### src/rtl/spi_flash_seq.sv
// spi_flash_seq: SPI-flash read sequencer for the J1 IO bus.
// Streams opcode 0x03 + 24-bit address reads into a small RX FIFO, stalling
// SCK while the FIFO is full; also runs single raw bytes under software CS.
//
// state     | meaning
// ----------+------------------------------------------------------------
// S_IDLE    | no transfer; cs_n follows the raw CS hold bit
// S_CMD     | shifting 0x03 and A23..A0 (32 bits) out on MOSI
// S_STREAM  | receiving bytes into the FIFO, waiting with SCK low when full
// S_RAW     | one full-duplex byte under raw CS hold
// S_RELEASE | cs_n high, SCK low for CLKDIV cycles before returning to idle
module spi_flash_seq #(
   parameter int CLKDIV     = 2,
   parameter int FIFO_DEPTH = 4
) (
   input  logic        clk,
   input  logic        resetq,
   input  logic        wr,
   input  logic        rd,
   input  logic [1:0]  addr,
   input  logic [15:0] wdata,
   output logic [15:0] rdata,
   output logic        spi_sck,
   output logic        spi_cs_n,
   output logic        spi_mosi,
   input  logic        spi_miso,
   output logic        busy
);

   localparam int          AW       = $clog2(FIFO_DEPTH);
   localparam logic [7:0]  DIV_LAST = 8'(CLKDIV - 1);
   localparam logic [AW:0] FULL_CNT = (AW + 1)'(FIFO_DEPTH);

   typedef enum logic [2:0] {S_IDLE, S_CMD, S_STREAM, S_RAW, S_RELEASE} state_t;

   state_t        state_q, state_d;
   logic [7:0]    div_q, div_d;
   logic          sck_q, sck_d;
   logic          cs_n_q, cs_n_d;
   logic          hold_q, hold_d;
   logic [5:0]    bit_q, bit_d;
   logic [8:0]    byte_q, byte_d;
   logic [31:0]   tx_q, tx_d;
   logic [6:0]    rx_q, rx_d;
   logic [23:0]   addr_q, addr_d;
   logic [AW-1:0] wp_q, wp_d, rp_q, rp_d;
   logic [AW:0]   cnt_q, cnt_d;
   logic [7:0]    mem_q [FIFO_DEPTH];

   logic       fifo_full, fifo_empty, push, push_ok, pop, flush, stall;
   logic       wr_data, wr_ctrl, wr_lo, wr_go, abort;
   logic [7:0] push_byte;

   assign fifo_full  = (cnt_q == FULL_CNT);
   assign fifo_empty = (cnt_q == '0);
   assign pop        = rd && (addr == 2'd0) && !fifo_empty;
   assign push_ok    = push && (!fifo_full || pop);
   assign push_byte  = {rx_q, spi_miso};
   assign wr_data    = wr && (addr == 2'd0);
   assign wr_ctrl    = wr && (addr == 2'd1);
   assign wr_lo      = wr && (addr == 2'd2);
   assign wr_go      = wr && (addr == 2'd3);
   assign abort      = wr_ctrl && wdata[1];
   // A new byte only starts once the FIFO has room for it.
   assign stall      = (state_q == S_STREAM) && (bit_q == 6'd0) && !sck_q && fifo_full;

   assign busy     = (state_q != S_IDLE);
   assign spi_sck  = sck_q;
   assign spi_cs_n = cs_n_q;
   assign spi_mosi = (state_q == S_CMD || state_q == S_RAW) ? tx_q[31] : 1'b0;

   // Register read mux; DATA reads of an empty FIFO return zero.
   always_comb begin
      rdata = 16'h0000;
      case (addr)
         2'd0:    rdata = fifo_empty ? 16'h0000 : {8'h00, mem_q[rp_q]};
         2'd1:    rdata = {12'd0, ~cs_n_q, fifo_full, ~fifo_empty, busy};
         default: rdata = 16'h0000;
      endcase
   end

   // Sequencer next state: SCK divider, shifting, byte accounting, aborts.
   always_comb begin
      state_d = state_q;
      div_d   = div_q;
      sck_d   = sck_q;
      hold_d  = hold_q;
      bit_d   = bit_q;
      byte_d  = byte_q;
      tx_d    = tx_q;
      rx_d    = rx_q;
      addr_d  = addr_q;
      push    = 1'b0;
      flush   = 1'b0;

      if (wr_lo) addr_d[15:0]  = wdata;
      if (wr_go) addr_d[23:16] = wdata[7:0];

      case (state_q)
         S_IDLE: begin
            if (wr_ctrl) hold_d = wdata[0];
            if (wr_go && !hold_q) begin
               state_d = S_CMD;
               tx_d    = {8'h03, addr_d};
               byte_d  = {wdata[15:8] == 8'h00, wdata[15:8]};
               flush   = 1'b1;
               div_d   = DIV_LAST;
               sck_d   = 1'b0;
               bit_d   = 6'd0;
            end else if (wr_data && hold_q && !fifo_full) begin
               state_d = S_RAW;
               tx_d    = {wdata[7:0], 24'h000000};
               div_d   = DIV_LAST;
               sck_d   = 1'b0;
               bit_d   = 6'd0;
            end
         end
         S_CMD, S_STREAM, S_RAW: begin
            if (state_q == S_RAW && bit_q == 6'd8) begin
               // Raw byte already pushed: finish without waiting for the last fall.
               state_d = S_IDLE;
               sck_d   = 1'b0;
            end else if (stall) begin
               div_d = DIV_LAST;
            end else if (div_q != 8'd0) begin
               div_d = div_q - 8'd1;
            end else begin
               div_d = DIV_LAST;
               sck_d = !sck_q;
               if (!sck_q) begin
                  rx_d  = push_byte[6:0];
                  bit_d = bit_q + 6'd1;
                  if (state_q != S_CMD && bit_q == 6'd7) begin
                     push = 1'b1;
                     if (state_q == S_STREAM) byte_d = byte_q - 9'd1;
                  end
               end else begin
                  tx_d = {tx_q[30:0], 1'b0};
                  if (state_q == S_CMD && bit_q == 6'd32) begin
                     state_d = S_STREAM;
                     bit_d   = 6'd0;
                  end else if (state_q == S_STREAM && bit_q == 6'd8) begin
                     bit_d = 6'd0;
                     if (byte_q == 9'd0) state_d = S_RELEASE;
                  end
               end
            end
         end
         S_RELEASE: begin
            sck_d = 1'b0;
            if (div_q == 8'd0) state_d = S_IDLE;
            else               div_d   = div_q - 8'd1;
         end
         default: state_d = S_IDLE;
      endcase

      if (abort) begin
         state_d = S_IDLE;
         sck_d   = 1'b0;
         hold_d  = 1'b0;
         bit_d   = 6'd0;
         flush   = 1'b1;
         push    = 1'b0;
      end
   end

   // Chip select is registered so it changes on the same edge as the state.
   always_comb begin
      cs_n_d = !((state_d == S_CMD) || (state_d == S_STREAM) || (state_d == S_RAW) ||
                 ((state_d == S_IDLE) && hold_d));
   end

   // FIFO pointers and occupancy; flush wins over push/pop.
   always_comb begin
      wp_d  = wp_q;
      rp_d  = rp_q;
      cnt_d = cnt_q;
      if (flush) begin
         wp_d  = '0;
         rp_d  = '0;
         cnt_d = '0;
      end else begin
         if (push_ok) wp_d = wp_q + AW'(1);
         if (pop)     rp_d = rp_q + AW'(1);
         cnt_d = cnt_q + (AW + 1)'(push_ok) - (AW + 1)'(pop);
      end
   end

   // FIFO storage; contents need no reset since occupancy gates every read.
   always_ff @(posedge clk) begin
      if (push_ok && !flush) mem_q[wp_q] <= push_byte;
   end

   // State and datapath registers.
   always_ff @(posedge clk or negedge resetq) begin
      if (!resetq) begin
         state_q <= S_IDLE;
         div_q   <= 8'd0;
         sck_q   <= 1'b0;
         cs_n_q  <= 1'b1;
         hold_q  <= 1'b0;
         bit_q   <= 6'd0;
         byte_q  <= 9'd0;
         tx_q    <= 32'd0;
         rx_q    <= 7'd0;
         addr_q  <= 24'd0;
         wp_q    <= '0;
         rp_q    <= '0;
         cnt_q   <= '0;
      end else begin
         state_q <= state_d;
         div_q   <= div_d;
         sck_q   <= sck_d;
         cs_n_q  <= cs_n_d;
         hold_q  <= hold_d;
         bit_q   <= bit_d;
         byte_q  <= byte_d;
         tx_q    <= tx_d;
         rx_q    <= rx_d;
         addr_q  <= addr_d;
         wp_q    <= wp_d;
         rp_q    <= rp_d;
         cnt_q   <= cnt_d;
      end
   end

endmodule
### config.mk
export PLATFORM = sky130hd
export DESIGN_NAME = spi_flash_seq
export DESIGN_NICKNAME = d
export VERILOG_FILES = /design/src/rtl/spi_flash_seq.sv
export SDC_FILE = /design/constraint.sdc
export NUM_CORES = 1
export LEC_CHECK = 0
export CAP_MARGIN = 20
export CORE_ASPECT_RATIO = 1.2
export CORE_MARGIN = 2
export CORE_UTILIZATION = 45
export CTS_CLUSTER_SIZE = 28
export DETAILED_ROUTE_END_ITERATION = 7
export HOLD_SLACK_MARGIN = 0.12
export PLACE_DENSITY = 0.63
export SLEW_MARGIN = 20
export SYNTH_ARGS = -nofsm -noshare
export SYNTH_HDL_FRONTEND = slang
export SYNTH_SLANG_ARGS = --single-unit
### constraint.sdc
create_clock -name clk -period 5.6 [get_ports clk]
set_input_delay 1.12 -clock clk [delete_from_list [all_inputs] [get_ports clk]]
set_output_delay 1.12 -clock clk [all_outputs]
set_load 0.05 [all_outputs]
==> metrics list <==
- Post-detailed-placement half-perimeter wirelength: 9128 um
- STA puts the critical path data arrival time at 3320 ps.
- Of the synthesized area, sequential elements account for 0.5414.
* Internal cell power: about 2.5 mW
- After routing, the total negative slack on setup checks comes to 0 ps.
- By startpoint and endpoint, the worst setup path is classified as input port to primary output.
- Buffers and inverters on the worst path: 2
- met2 is the most crowded layer.
- Switching fraction of total power: 0.3602
- Post-CTS sizing: 0
* Initial antenna violation count: 0
* Most used flip-flop cell after synthesis: dfrtp_1
- Synth Area in Adders: 0.02678
- By instance count, the leading cell after synthesis is dfrtp_1.
- Fraction of registers with async set or reset after synthesis: 0.7557
- Count of endpoints failing hold in the final timing report: 0
* Worst slack at placement: 999.2 ps
* Final setup skew: 6.620 ps
- Number of global-route vias before repair: 4393
- Traced cell by cell, the critical path runs through clkdlybuf4s50_1 -> nor3_2 -> nand2_1 -> o21ai_0 -> clkdlybuf4s50_1.
- In this run the critical register-to-register path is launched from bit_q[0].
* Met3 track utilization from global routing: 0.05513
* Fin nets: 620
* Count of standard-cell rows: 47
* Proportion of layout cells with a drive suffix above 1: 0.1524
* Synthesis Warnings: 0
* Slowest cell on crit path: clkdlybuf4s50_1
- The share of total power dissipated in the clock network is 0.302.
- Once detail routing completed, the nets flagged for antenna violations numbered 0.
* Worst-path fanout max: 9
* Power density over the cells: roughly 520 nW/um2
- Cts-stage hold buffer count: 0
* Number of H-tree branching levels: 4
- Run status: finished clean
* Worst Path Required: 4480 ps
* Final critical-path setup slack: 1159 ps
- Cells taking the most area after synthesis: dfrtp_1 (39%), edfxtp_1 (15%), mux2_2 (5.5%), a22oi_1 (3.5%), nand2_1 (3.4%)
- The worst setup path is captured at a primary output.
- 1st-iter DRT viols: roughly 280
- Worst-case reg-to-reg path depth: 13
* Number of buffers inserted by port buffering: 34
* Simple-gate area share of the yosys netlist: 0.1455
- Total iterations of the first detailed-routing run: 5
- Synthesized-area fraction occupied by xor and xnor cells: 0.006892
- Pin placement for this block handled 43 I/O pins.
- At the end of routability-driven placement, the weighted congestion stood at 0.8234.
* Cell repeated most along the worst path: clkdlybuf4s50_1
- The portion of synthesized area spent on multiplexers is 0.08665.
- Summed over all nets, the switching power comes to 1.383 mW.
* Dominant combinational cell family by area after synthesis: compound AO/OA/AOI/OAI gates
* Number of enable-type register cells in the synthesized netlist: 32
- Startpoint of the lowest-slack hold path: tx_q[31]
* Post-route minimum period: 4441 ps
- Wire length per cell: 17.66 um
- The initial utilization of the core area, before any placement, comes to 0.4598.
* Part of the power in combinational logic: 0.316
- Clock slew seen by the registers of the worst setup and hold paths: roughly 50 ps
- Fraction of post-synthesis cell area in the top cell type by area: 0.3860
- The final route contains about 4400 vias.
- Max-cap violations in this run came to 0.
- Average vias per placed instance: slightly below 6
* Global-route wire length before repair: 22550 um
- The number of clock buffers added by TritonCTS is 17.
- The worst register-to-register path ends at cnt_q[2].
- The mapped netlist covers between 6000 and 7000 um2.
- Layout overhead on the synthesized area: 16.60%
* Number of sinks handled by clock tree synthesis: approximately 130
- From left edge to right edge, the die measures ~110 um.
- Dividing the final minimum period by the clock period gives 0.7930.
* Worst reg2reg setup slack: 2180 ps
* Chip height: roughly 130 um
- The number of antenna diodes in the final layout is 0.
* Compound-cell area share of the yosys netlist: 0.1524
* Delay of the slowest cell on the worst path: 830 ps
- Worst IR Drop VDD: 0.0002914 V
- Final Setup Violations: 0
* Floorplan core area: 13820 um2
* Met1 Usage GRT: 0.2467
- GR Layer Usage met2: 0.3062
* Total DRC errors in the routed layout: 0
- Part of the total power dissipated in sequential elements: 0.382
- Along the worst hold path, the cell count comes to 2.
* Largest buffer count on any clock path: 2
* CP startpoint kind: input port
- For this block, the routed nets add up to 13560 um of wire.
- In this run the tightest slew margin relative to its limit is 0.4062.
* Worst min-delay path endpoint: tx_q[31]
- The tree is rooted in a clkbuf_16.
- Final Max Slew Viols: 0
* Setup repair after global routing missed its margin: no
- The average instance in the mapped netlist occupies about 11 um2.
- FILL cells: 1174
* CP Depth: 5
- Counting distinct cell types in the post-synthesis netlist gives 71.
* Worst slew pin tran: 884.1 ps
- Post-synthesis instance total: 557
* Remaining global-route overflow: 0
- Count of state elements after synthesis: between 100 and 150
- Class of the tightest hold or removal check: flop to flop
- Total global-route track usage: 0.1910
* Pin count of the biggest net entering global routing: 69
- The largest total area in the synthesized netlist belongs to dfrtp_1.
* Worst-Skew Late Latency: 420 ps
- Counting instances in the post-synthesis netlist gives the leading cell types as dfrtp_1 (98), nand2_1 (58), o21ai_0 (40).
* Die area: 15090 um2
- Cell family contributing the most delay on the critical path: buffers and inverters
- Static timing analysis puts the maximum clock frequency at roughly 0.23 GHz.
- Summed over all cells, the static leakage comes to 2.991 nW.
- Setup fix buffers added after clock tree synthesis: 0
* Clock tree from TritonCTS: done
## tightest hold or removal path, cell delays in order, from the launching register on
cell	delay (ps)
dfrtp_1	330
nand2_1	50
o21ai_0	60
## layout make-up
cell class | instances | area (um2) | area share
clock buffers | 19 | 432.9 | 0.05844
clock inverters | 13 | 185.2 | 0.02500
inverters | 19 | 71.32 | 0.009627
multi-input cells | 378 | 2705 | 0.3651
flip-flops and latches | 131 | 3440 | 0.4643
well taps | 171 | 214.0 | 0.02888
repair buffers | 37 | 360.3 | 0.04864
## per-layer routing
layer,share of wire,up-vias
met5,0,-
met3,0.052,21
met4,0.019,0
li1,-,2099
met1,0.45,2202
met2,0.48,125
## cells in the final DEF, fill, tap and decap left out, types with 8 or more instances in the layout
cell	synthesis	layout
dfrtp_1	98	98
nand2_1	58	58
o21ai_0	40	40
clkdlybuf4s50_1	0	33
edfxtp_1	32	32
mux2_2	31	31
a22oi_1	30	30
nor2_1	24	24
a21oi_1	20	20
inv_1	18	18
clkbuf_16	0	17
o21ai_1	13	13
and2_1	12	12
ha_1	12	12
nand3_1	8	8
nor3_1	8	8
mux4_2	8	8
conb_1	1	8
## state kept, by name, indices dropped and copies added, names as in the netlist
signal    count
rp_q          2
byte_q        9
state_q       3
tx_q         32
div_q         8
addr_q       24
bit_q         6
mem_q        32
hold_q        1
spi_cs_n      1
cnt_q         3
rx_q          7
spi_sck       1
wp_q          2
## power groups by stage
stage	Sequential, mW	Combinational [mW]	Clock (mW)
2_1_floorplan	1.40	0.965	0
3_3_place_gp	1.47	1.18	0
3_5_place_dp	1.48	1.21	0
4_1_cts	1.46	1.22	1.18
5_1_grt	1.50	1.36	1.23
6_report	1.47	1.21	1.16
## kinds of logic after synthesis
kind of cell	after synthesis
buffers and inverters	55
xor gates and xnor gates	5
muxes	41
adders and majority gates	13
other	1
DFF	131
AOI/OAI and AO/OA	147
and+or+nand+nor	164
## worst max path at each step
stage / end / startpoint / slack [ps]
after floorplan: cnt_q[2] / addr[1] / 1920
after global placement: cnt_q[2] / addr[1] / 1160
after detailed placement: cnt_q[2] / addr[0] / 1000
after CTS: rdata[3] / addr[1] / 1140
after global routing: rdata[3] / addr[0] / 1020
final: rdata[3] / addr[1] / 1160
## per-stage QoR
step	cells	hold WS [ps]	total power, mW	utilization	cell area [um2]
after detailed placement	736	467.4	2.689	0.4909	6784
after CTS	768	480.0	3.863	0.5356	7402
final	768	473.9	3.840	0.5361	7408
after global placement	736	461.7	2.644	0.4909	6784
after floorplan	564	441.8	2.362	-	6380
after global routing	768	505.0	4.086	0.5361	7408
No activity file was read; power rests on OpenSTA's default activity.
